File: config.mk
export PLATFORM = sky130hd
export DESIGN_NAME = bus_arbiter_n
export DESIGN_NICKNAME = d
export VERILOG_FILES = /design/src/rtl/bus_arbiter_n.sv
export SDC_FILE = /design/constraint.sdc
export NUM_CORES = 1
export LEC_CHECK = 0
export BUFFER_PORTS_ARGS = -buffer_cell sky130_fd_sc_hd__buf_4
export CORE_ASPECT_RATIO = 1.75
export CORE_MARGIN = 2
export CORE_UTILIZATION = 48
export DETAILED_ROUTE_END_ITERATION = 10
export GPL_TIMING_DRIVEN = 0
export PLACE_DENSITY = 0.77
export SETUP_SLACK_MARGIN = 0.3
export SYNTH_ARGS = -nofsm -noshare
export SYNTH_HDL_FRONTEND = slang
export SYNTH_SLANG_ARGS = --single-unit
export TNS_END_PERCENT = 50
File: constraint.sdc
create_clock -name clk_i -period 5.3 [get_ports clk_i]
set_input_delay 0.265 -clock clk_i [delete_from_list [all_inputs] [get_ports clk_i]]
set_output_delay 0.265 -clock clk_i [all_outputs]
set_load 0.05 [all_outputs]
File: src/rtl/bus_arbiter_n.sv
// Round-robin arbiter merging NM masters' read/write pulses onto one single-outstanding slave bus.
// Optional slave-response watchdog: define ARB_TIMEOUT_EN.
module bus_arbiter_n #(
    parameter int NM         = 3,
    parameter int AW         = 32,
    parameter int DW         = 32,
    parameter int TMO_CYCLES = 1024
) (
    input  logic             clk_i,
    input  logic             rst_ni,
    input  logic [NM-1:0]    m_read_req_i,
    input  logic [NM-1:0]    m_read_w_i,
    input  logic [NM-1:0]    m_read_hw_i,
    input  logic [NM*AW-1:0] m_read_adr_i,
    input  logic [NM-1:0]    m_write_req_i,
    input  logic [NM-1:0]    m_write_w_i,
    input  logic [NM-1:0]    m_write_hw_i,
    input  logic [NM*AW-1:0] m_write_adr_i,
    input  logic [NM*DW-1:0] m_write_data_i,
    output logic [NM-1:0]    m_read_valid_o,
    output logic [NM-1:0]    m_write_finish_o,
    output logic [NM-1:0]    m_timeout_o,
    output logic             read_req_o,
    output logic             write_req_o,
    output logic             read_w_o,
    output logic             read_hw_o,
    output logic             write_w_o,
    output logic             write_hw_o,
    output logic [AW-1:0]    read_adr_o,
    output logic [AW-1:0]    write_adr_o,
    output logic [DW-1:0]    write_data_o,
    input  logic             read_valid_i,
    input  logic             write_finish_i
);
    localparam int PW = (NM > 1) ? $clog2(NM) : 1;

    typedef enum logic [1:0] {S_IDLE, S_ISSUE, S_BUSY} state_t;
    state_t state_q, state_d;

    logic [PW-1:0] gnt_q, gnt_d, rr_q, rr_d, pick_idx;
    logic          gnt_wr_q, gnt_wr_d, pick_valid, pick_wr, arb_go;
    logic          done_evt, tmo_evt, finish;

    logic [NM-1:0] rd_pend_q, wr_pend_q, rd_set, rd_clr, wr_set, wr_clr;
    logic [NM-1:0] rd_w_s_q, rd_hw_s_q, wr_w_s_q, wr_hw_s_q;
    logic [AW-1:0] rd_adr_s_q [NM];
    logic [AW-1:0] wr_adr_s_q [NM];
    logic [DW-1:0] wr_data_s_q [NM];

    logic [NM-1:0] m_read_valid_q, m_read_valid_d, m_write_finish_q, m_write_finish_d;
    logic [NM-1:0] m_timeout_q, m_timeout_d;
    logic          read_req_q, read_req_d, write_req_q, write_req_d;
    logic          read_w_q, read_w_d, read_hw_q, read_hw_d, write_w_q, write_w_d, write_hw_q, write_hw_d;
    logic [AW-1:0] read_adr_q, read_adr_d, write_adr_q, write_adr_d;
    logic [DW-1:0] write_data_q, write_data_d;

    // Completions of the wrong type, or outside BUSY, are deliberately ignored.
    assign done_evt = (state_q == S_BUSY) && (gnt_wr_q ? write_finish_i : read_valid_i);
    assign finish   = done_evt | tmo_evt;

`ifdef ARB_TIMEOUT_EN
    localparam int CW = $clog2(TMO_CYCLES + 1);
    logic [CW-1:0] tmo_cnt_q;
    always_ff @(posedge clk_i) begin
        if (!rst_ni || state_q != S_BUSY) tmo_cnt_q <= '0;
        else                              tmo_cnt_q <= tmo_cnt_q + CW'(1);
    end
    assign tmo_evt = (state_q == S_BUSY) && !done_evt && (tmo_cnt_q == CW'(TMO_CYCLES - 1));
`else
    assign tmo_evt = (TMO_CYCLES < 0);
`endif

    // A new pulse on a slot being completed this cycle re-arms it (set wins over clear).
    for (genvar gi = 0; gi < NM; gi++) begin : g_slot
        logic own;
        assign own        = (gnt_q == PW'(gi));
        assign rd_clr[gi] = finish & ~gnt_wr_q & own;
        assign wr_clr[gi] = finish & gnt_wr_q & own;
        assign rd_set[gi] = m_read_req_i[gi] & (~rd_pend_q[gi] | rd_clr[gi]);
        assign wr_set[gi] = m_write_req_i[gi] & (~wr_pend_q[gi] | wr_clr[gi]);

        always_ff @(posedge clk_i) begin
            if (!rst_ni) begin
                rd_pend_q[gi] <= 1'b0;
                wr_pend_q[gi] <= 1'b0;
            end else begin
                if (rd_set[gi]) rd_pend_q[gi] <= 1'b1;
                else if (rd_clr[gi]) rd_pend_q[gi] <= 1'b0;
                if (wr_set[gi]) wr_pend_q[gi] <= 1'b1;
                else if (wr_clr[gi]) wr_pend_q[gi] <= 1'b0;
            end
            if (rd_set[gi]) begin
                rd_w_s_q[gi]   <= m_read_w_i[gi];
                rd_hw_s_q[gi]  <= m_read_hw_i[gi];
                rd_adr_s_q[gi] <= m_read_adr_i[gi*AW +: AW];
            end
            if (wr_set[gi]) begin
                wr_w_s_q[gi]    <= m_write_w_i[gi];
                wr_hw_s_q[gi]   <= m_write_hw_i[gi];
                wr_adr_s_q[gi]  <= m_write_adr_i[gi*AW +: AW];
                wr_data_s_q[gi] <= m_write_data_i[gi*DW +: DW];
            end
        end
    end

    always_comb begin
        logic [PW:0]   sum;
        logic [PW-1:0] idx;
        pick_valid = 1'b0;
        pick_wr    = 1'b0;
        pick_idx   = '0;
        sum        = '0;
        idx        = '0;
        for (int off = 0; off < NM; off++) begin
            sum = {1'b0, rr_q} + (PW+1)'(off);
            if (sum >= (PW+1)'(NM)) sum = sum - (PW+1)'(NM);
            idx = sum[PW-1:0];
            if (!pick_valid && (rd_pend_q[idx] || wr_pend_q[idx])) begin
                pick_valid = 1'b1;
                pick_idx   = idx;
                pick_wr    = !rd_pend_q[idx];
            end
        end
    end

    // Arbitration pauses while a done pulse is out, so back-to-back grants are spaced k+3.
    assign arb_go = (state_q == S_IDLE) && pick_valid && !(|m_read_valid_q) && !(|m_write_finish_q);

    always_comb begin
        state_d = state_q;
        case (state_q)
            S_IDLE:  if (arb_go) state_d = S_ISSUE;
            S_ISSUE: state_d = S_BUSY;
            S_BUSY:  if (finish) state_d = S_IDLE;
            default: state_d = S_IDLE;
        endcase
    end

    always_comb begin
        read_req_d   = arb_go & ~pick_wr;
        write_req_d  = arb_go & pick_wr;
        read_w_d     = read_w_q;
        read_hw_d    = read_hw_q;
        read_adr_d   = read_adr_q;
        write_w_d    = write_w_q;
        write_hw_d   = write_hw_q;
        write_adr_d  = write_adr_q;
        write_data_d = write_data_q;
        if (read_req_d) begin
            read_w_d   = rd_w_s_q[pick_idx];
            read_hw_d  = rd_hw_s_q[pick_idx];
            read_adr_d = rd_adr_s_q[pick_idx];
        end
        if (write_req_d) begin
            write_w_d    = wr_w_s_q[pick_idx];
            write_hw_d   = wr_hw_s_q[pick_idx];
            write_adr_d  = wr_adr_s_q[pick_idx];
            write_data_d = wr_data_s_q[pick_idx];
        end
        m_read_valid_d            = '0;
        m_write_finish_d          = '0;
        m_timeout_d               = '0;
        m_read_valid_d[gnt_q]     = finish & ~gnt_wr_q;
        m_write_finish_d[gnt_q]   = finish & gnt_wr_q;
        m_timeout_d[gnt_q]        = tmo_evt;
        gnt_d    = arb_go ? pick_idx : gnt_q;
        gnt_wr_d = arb_go ? pick_wr : gnt_wr_q;
        rr_d     = rr_q;
        if (finish) rr_d = (gnt_q == PW'(NM - 1)) ? '0 : gnt_q + PW'(1);
    end

    always_ff @(posedge clk_i) begin
        if (!rst_ni) begin
            state_q          <= S_IDLE;
            gnt_q            <= '0;
            gnt_wr_q         <= 1'b0;
            rr_q             <= '0;
            m_read_valid_q   <= '0;
            m_write_finish_q <= '0;
            m_timeout_q      <= '0;
            read_req_q       <= 1'b0;
            write_req_q      <= 1'b0;
            read_w_q         <= 1'b0;
            read_hw_q        <= 1'b0;
            write_w_q        <= 1'b0;
            write_hw_q       <= 1'b0;
            read_adr_q       <= '0;
            write_adr_q      <= '0;
            write_data_q     <= '0;
        end else begin
            state_q          <= state_d;
            gnt_q            <= gnt_d;
            gnt_wr_q         <= gnt_wr_d;
            rr_q             <= rr_d;
            m_read_valid_q   <= m_read_valid_d;
            m_write_finish_q <= m_write_finish_d;
            m_timeout_q      <= m_timeout_d;
            read_req_q       <= read_req_d;
            write_req_q      <= write_req_d;
            read_w_q         <= read_w_d;
            read_hw_q        <= read_hw_d;
            write_w_q        <= write_w_d;
            write_hw_q       <= write_hw_d;
            read_adr_q       <= read_adr_d;
            write_adr_q      <= write_adr_d;
            write_data_q     <= write_data_d;
        end
    end

    assign m_read_valid_o   = m_read_valid_q;
    assign m_write_finish_o = m_write_finish_q;
    assign m_timeout_o      = m_timeout_q;
    assign read_req_o       = read_req_q;
    assign write_req_o      = write_req_q;
    assign read_w_o         = read_w_q;
    assign read_hw_o        = read_hw_q;
    assign write_w_o        = write_w_q;
    assign write_hw_o       = write_hw_q;
    assign read_adr_o       = read_adr_q;
    assign write_adr_o      = write_adr_q;
    assign write_data_o     = write_data_q;

endmodule

==> results of run 1 <==
==> layout make-up <==
cell class	instances	share of cell area (%)
Antenna cell	4	0.0415
Clock buffer	58	4.72
Timing Repair Buffer	729	26.2
Buffer	70	2.02
Clock inverter	11	0.467
Sequential cell	421	47.4
Inverter	8	0.124
Tap cell	405	2.10
Multi-Input combinational cell	600	16.9
==> power breakdown <==
group / switching, mW / internal (mW) / leakage, nW
Sequential: 0.160 / 3.85 / 3.85
Combinational: 1.53 / 0.881 / 4.94
Clock: 1.21 / 1.59 / 0.615
==> metal layers <==
metal	track usage (%)	wire (um)
met3	4.93	3370
met4	18.6	3370
met2	56.0	28700
met5	0	0
met1	29.5	17400
==> worst register-to-register path: stages, from the launching register on <==
cell and delay [ps]:
dfxtp_1 540, mux2i_1 200, or3b_2 540, or3b_2 560
o21a_1 240, nor2b_4 660, buf_12 270, buf_12 240
==> cells by family after synthesis <==
group / share of synthesized area [%]
flip-flops: 71.5
multiplexers: 0.438
buffers and inverters: 3.23
adder cells (fa/ha/maj): 0.313
AND/OR/NAND/NOR: 9.32
other: 0.0234
AO/OA/AOI/OAI: 15.2
==> timing repair <==
item / CTS / global route
hold buffers: 306 / 0
setup buffers: 0 / 0
endpoints found under the hold margin: 306 / 0
==> cells in the final DEF, fill, tap and decap left out, types with 3 or more instances in the layout <==
| cell type | n |
|---|---|
| o21ai_1 | 31 |
| edfxtp_1 | 300 |
| clkbuf_1 | 29 |
| o21a_1 | 11 |
| o31ai_2 | 50 |
| a211oi_1 | 50 |
| nor2_1 | 75 |
| diode_2 | 4 |
| and2_2 | 3 |
| nand2_1 | 112 |
| a211oi_2 | 51 |
| nor2b_1 | 100 |
| conb_1 | 3 |
| o21ai_0 | 44 |
| buf_4 | 427 |
| buf_12 | 10 |
| o31ai_1 | 17 |
| nand3b_1 | 3 |
| inv_1 | 8 |
| mux2i_1 | 7 |
| dfxtp_1 | 121 |
| clkbuf_8 | 5 |
| clkinv_1 | 3 |
| dlygate4sd3_1 | 306 |
| clkbuf_4 | 3 |
| a21boi_0 | 7 |
| nor2b_4 | 3 |
| ha_1 | 4 |
| buf_6 | 4 |
| buf_2 | 29 |
| clkbuf_16 | 41 |
| clkinv_2 | 5 |
==> sequential cells by signal (all words and copies together), names as in the netlist, 32 cells and up <==
register / cells
write_data_o: 32
wr_adr_s_q: 96
wr_data_s_q: 96
rd_adr_s_q: 96
write_adr_o: 32
read_adr_o: 32
==> final timing paths <==
kind,cells after the start,end,from
worst max register to register,7,wr_adr_s_q[1][1],gnt_wr_q
worst min register to register,2,read_adr_o[9],read_adr_o[9]
worst min-delay path,2,rd_pend_q[2],rst_ni
worst max-delay path,7,wr_adr_s_q[1][1],gnt_wr_q
==> metrics by stage <==
stage	setup TNS, ps	instances	total power, mW
floorplan	0	1099	5.40
global placement	-285040	1921	6.15
detailed placement	0	1927	6.20
CTS	0	2302	9.12
global route	0	2305	9.50
finish	0	2306	9.21
==> flow_metrics.py, run 1 <==
metrics = {
    "sta": {
        "period_share_pct": 67.7,
        "grt_setup_unrepaired": "no",
        "fin_ws_ps": 1710,
        "fin_crit_ps": 3590,
        "fin_hold_ws_ps": 50.2,
        "drv_slew": 0,
        "setup_viol": 0,
        "worst_slew_pin_slew_ps": 972,
        "fmax_ghz": 0.279,
        "hold_viol_final": 0,
        "relSlewSlack_pct": 35.1,
        "skew_ps": 17.7,
    },
    "synth": {
        "synthCells": 1097,
        "syn_area_sq_um": 16000,
        "yosysTopAreaCellShare_pct": 56.3,
        "synth_edf_count": 300,
        "synth.area.top_cells": "edfxtp_1 (56%), dfxtp_1 (15%), nor2b_1 (4.0%)",
        "avgSynthCellArea_sq_um": 14.6,
        "netlist.top_cell.by_area": "edfxtp_1",
        "synthArstFlopShare_pct": 0,
        "synthTopCellsByCount": "edfxtp_1 (300), dfxtp_1 (121), nand2_1 (112), nor2b_1 (103), nor2_1 (75)",
        "yosysWarnings": 0,
        "ys.flop_type": "edfxtp_1",
        "seq_area_frac_synth_pct": 71.5,
        "ys_ff_latch": 421,
        "yosysMostFrequentCell": "edfxtp_1",
        "synth_cell_type_count": 46,
    },
    "setup_path": {
        "worstPathCellList": "mux2i_1 > or3b_2 > or3b_2 > o21a_1 > nor2b_4 > buf_12 > buf_12",
        "crit_buf_inv": 2,
        "slowest_stage": "nor2b_4",
        "critPathKind": "reg2reg",
        "cpLargestDelayFamily": "simple AND/OR/NAND/NOR gates",
        "reg2reg_setup_slack_ps": 1710,
        "endpoint_kind": "register",
        "critPathArrivalTime_ps": 3810,
        "critPathMaxFanout": 25,
        "cp.required_ps": 5520,
        "worstSetupStartpointType": "register",
        "slowest_delay_ps": 660,
    },
    "finish": {
        "drive_above_1_share_pct": 34.2,
        "register_area_sq_um": 11400,
        "area_growth_syn_to_layout_pct": 50.8,
        "stdcell_area_sq_um": 24100,
        "multi_input_area_sq_um": 4080,
        "final_nets": 2182,
        "final_util_pct": 73.3,
        "fill_cells": 1874,
    },
    "flow_run": {
        "maxCapViolations": 0,
    },
    "place": {
        "numPortBuffers": 417,
        "hpwl_mm": 31.7,
        "gp_congestion": 0.840,
        "place_area_sq_um": 19800,
        "post-place-ws_ps": 1830,
    },
    "floorplan": {
        "placementRows": 88,
        "fp.coreArea_sq_um": 32900,
        "die_h_um": 246,
        "die_w_um": 142,
        "initial_core_util_pct": 48.6,
        "die-area_sq_um": 34900,
        "io-pin-count": 421,
    },
    "cts": {
        "cts_buffer_depth": 3,
        "cts-root-buf": "clkbuf_16",
        "clk_pin_slew_worst_paths_ps": 60,
        "cts_buffers": 38,
        "clk_latency_ps": 540,
        "h-tree-depth": 2,
        "cts_resized": 0,
        "cts_tree": "done",
        "cts_sinks": 421,
    },
    "global_route": {
        "grt_max_degree": 35,
        "gr-total-overflow": 0,
        "grtUsageTotal_pct": 29.6,
        "grt_pass1_wl_mm": 77.4,
        "grt_pass1_vias": 13800,
        "antenna_found_initial": 3,
    },
    "route": {
        "dr.pass1.iters": 5,
        "wire_per_inst_um": 22.9,
        "drt_iter0_markers": 606,
        "vias": 12400,
        "ant_nets": 0,
        "routed_wl_mm": 52.9,
        "vias_per_cell": 5.38,
        "drcViolationCount": 0,
    },
    "power_and_ir_drop": {
        "p_per_area_nw_per_um2": 382,
        "power.leakage_nw": 9.40,
        "peakVddDrop_v": 0.000338,
    },
    "run_status": {
        "status": "complete, no violations",
    },
    "worst_hold_path": {
        "hp-class": "in2reg",
    },
}
No activity file was read; power rests on OpenSTA's default activity.
==> run 2, diff against run 1 <==
--- a/config.mk
+++ b/config.mk
@@ -8,10 +8,10 @@
 export BUFFER_PORTS_ARGS = -buffer_cell sky130_fd_sc_hd__buf_4
 export CORE_ASPECT_RATIO = 1.75
 export CORE_MARGIN = 2
-export CORE_UTILIZATION = 48
+export CORE_UTILIZATION = 53
 export DETAILED_ROUTE_END_ITERATION = 10
 export GPL_TIMING_DRIVEN = 0
-export PLACE_DENSITY = 0.77
+export PLACE_DENSITY = 0.8
 export SETUP_SLACK_MARGIN = 0.3
 export SYNTH_ARGS = -nofsm -noshare
 export SYNTH_HDL_FRONTEND = slang
==> constraint.sdc (replaced) <==
create_clock -name clk_i -period 3.4 [get_ports clk_i]
set_input_delay 0.17 -clock clk_i [delete_from_list [all_inputs] [get_ports clk_i]]
set_output_delay 0.17 -clock clk_i [all_outputs]
set_load 0.05 [all_outputs]
==> run 2 against run 1 <==
Sequential cell count did not move. Die area down 9.2%. Maximum frequency grew 13%. Largest power group unchanged.
==> flow_metrics.py, run 2 (same netlist as run 1, synthesis figures left out) <==
metrics = {
    "cts": {
        "cts-root-buf": "clkbuf_16",
        "cts_tree": "done",
        "clk_pin_slew_worst_paths_ps": 80,
        "cts_sinks": 421,
        "h-tree-depth": 2,
        "cts_buffer_depth": 3,
        "cts_buffers": 38,
        "clk_latency_ps": 570,
    },
    "place": {
        "place_area_sq_um": 19800,
        "numPortBuffers": 417,
        "place_inst": 1909,
        "hpwl_mm": 31.8,
        "post-place-ws_ps": 204,
        "gp_congestion": 0.884,
    },
    "finish": {
        "layout_common_cells": "buf_4 (430), dlygate4sd3_1 (311), edfxtp_1 (300), dfxtp_1 (119), nand2_1 (112)",
        "area_growth_syn_to_layout_pct": 53.0,
        "final_cells": 2306,
        "drive_above_1_share_pct": 36.5,
        "final_util_pct": 82.0,
        "final_common_cell": "buf_4",
        "final_nets": 2191,
        "stdcell_area_sq_um": 24500,
        "reg_top3": "rd_adr_s_q (96), wr_adr_s_q (96), wr_data_s_q (96)",
    },
    "global_route": {
        "grt_pass1_wl_mm": 81.9,
        "grtUsageTotal_pct": 35.1,
        "antenna_found_initial": 6,
        "grt_max_degree": 35,
        "gr-total-overflow": 0,
        "grt_pass1_vias": 14200,
    },
    "power_and_ir_drop": {
        "peakVddDrop_v": 0.000625,
        "power_mw": 14.7,
        "p_per_area_nw_per_um2": 601,
        "power.leakage_nw": 9.55,
    },
    "setup_path": {
        "rr_startpoint": "rr_q[0]",
        "worstSetupStartpointType": "register",
        "worstSetupStartpoint": "rr_q[0]",
        "critPathKind": "reg2reg",
        "cp.required_ps": 3800,
        "critPathMaxFanout": 10,
        "timing.rr.end": "read_adr_o[13]",
        "endpoint_kind": "register",
        "reg2regPathDepth": 12,
        "critPathArrivalTime_ps": 3590,
        "reg2reg_setup_slack_ps": 220,
    },
    "route": {
        "drcViolationCount": 0,
        "drt_iter0_markers": 985,
        "routed_wl_mm": 58.5,
        "vias": 13200,
        "ant_nets": 0,
        "dr.pass1.iters": 5,
        "wl_met3_mm": 4.14,
        "vias_per_cell": 5.71,
        "route.met2.wl_mm": 31.1,
        "top_layer_used": "met5",
        "wire_per_inst_um": 25.4,
        "wl_met1_mm": 18.6,
    },
    "sta": {
        "drv_slew": 0,
        "setup_viol": 0,
        "fin_crit_ps": 3180,
        "period_share_pct": 93.6,
        "worst_slew_pin_slew_ps": 1040,
        "fmax_ghz": 0.314,
        "hold_viol_final": 0,
        "grt_setup_unrepaired": "yes",
        "relSlewSlack_pct": 30.7,
        "fin_ws_ps": 217,
        "skew_ps": 34.5,
    },
    "worst_hold_path": {
        "hold_depth": 2,
        "whs_endpoint": "rd_adr_s_q[1][8]",
        "worstHoldStart": "m_read_adr_i[40]",
        "hp-class": "in2reg",
    },
    "floorplan": {
        "placementRows": 84,
        "io-pin-count": 421,
        "fp.coreArea_sq_um": 29800,
        "initial_core_util_pct": 53.6,
        "die_h_um": 234,
        "die_w_um": 135,
        "die-area_sq_um": 31600,
    },
    "flow_run": {
        "maxCapViolations": 0,
    },
    "run_status": {
        "status": "complete, no violations",
    },
}
==> run 2: final cells by class <==
type	count	area, sq um
sequential	421	11400
timing repair buffer	738	6430
fill	1422	5380
multi-input combinational	600	4260
clock buffer	51	1080
buffer	70	541
tap	387	484
clock inverter	19	178
inverter	8	30.0
antenna	12	30.0
==> run 2: worst max-delay path, stage by stage, from the launching register on <==
cell and delay [ps]:
dfxtp_2 350, inv_1 70, ha_1 310, buf_4 190, mux2i_2 240, o2bb2ai_2 140
a211oi_2 370, nand2_1 180, o21a_1 260, buf_4 240, clkbuf_2 240, o21ai_0 310
o21ai_1 150
==> run 2: layer usage <==
layer  vias to the layer above  global-route usage, %
li1                       5617                      -
met1                      6355                   35.5
met2                       886                   64.2
met3                       296                   6.25
met4                         2                   25.0
met5                         -                      0
==> run 2: per-stage QoR <==
stage               TNS [ps]  hold WS [ps]
finish                     0           328
global route               0           337
CTS                        0           318
global placement     -169290           348
detailed placement         0           349
floorplan              -4480           269
==> run 2: worst max-delay path by stage <==
stage	end	slack, ps	depth (start not counted)
2_1_floorplan	wr_adr_s_q[2][0]	-70	6
3_3_place_gp	wr_adr_s_q[2][0]	-1470	6
3_5_place_dp	write_data_o[2]	200	11
4_1_cts	read_adr_o[3]	290	11
5_1_grt	read_adr_o[13]	130	12
6_report	read_adr_o[13]	220	12
==> run 2: repair_timing <==
item / CTS / global route
hold buffers: 311 / 0
hold endpoints to repair: 309 / 0
gates resized for setup: 6 / 72
setup buffers: 0 / 3
pin swaps: 0 / 6
gates cloned: 0 / 1
endpoints found under the setup margin: 66 / 179
==> run 2: report_power, final <==
group	internal (mW)	leakage (nW)	switching, mW
combinational	1.47	5.07	2.49
sequential	6.00	3.85	0.265
clock	2.49	0.622	2.00
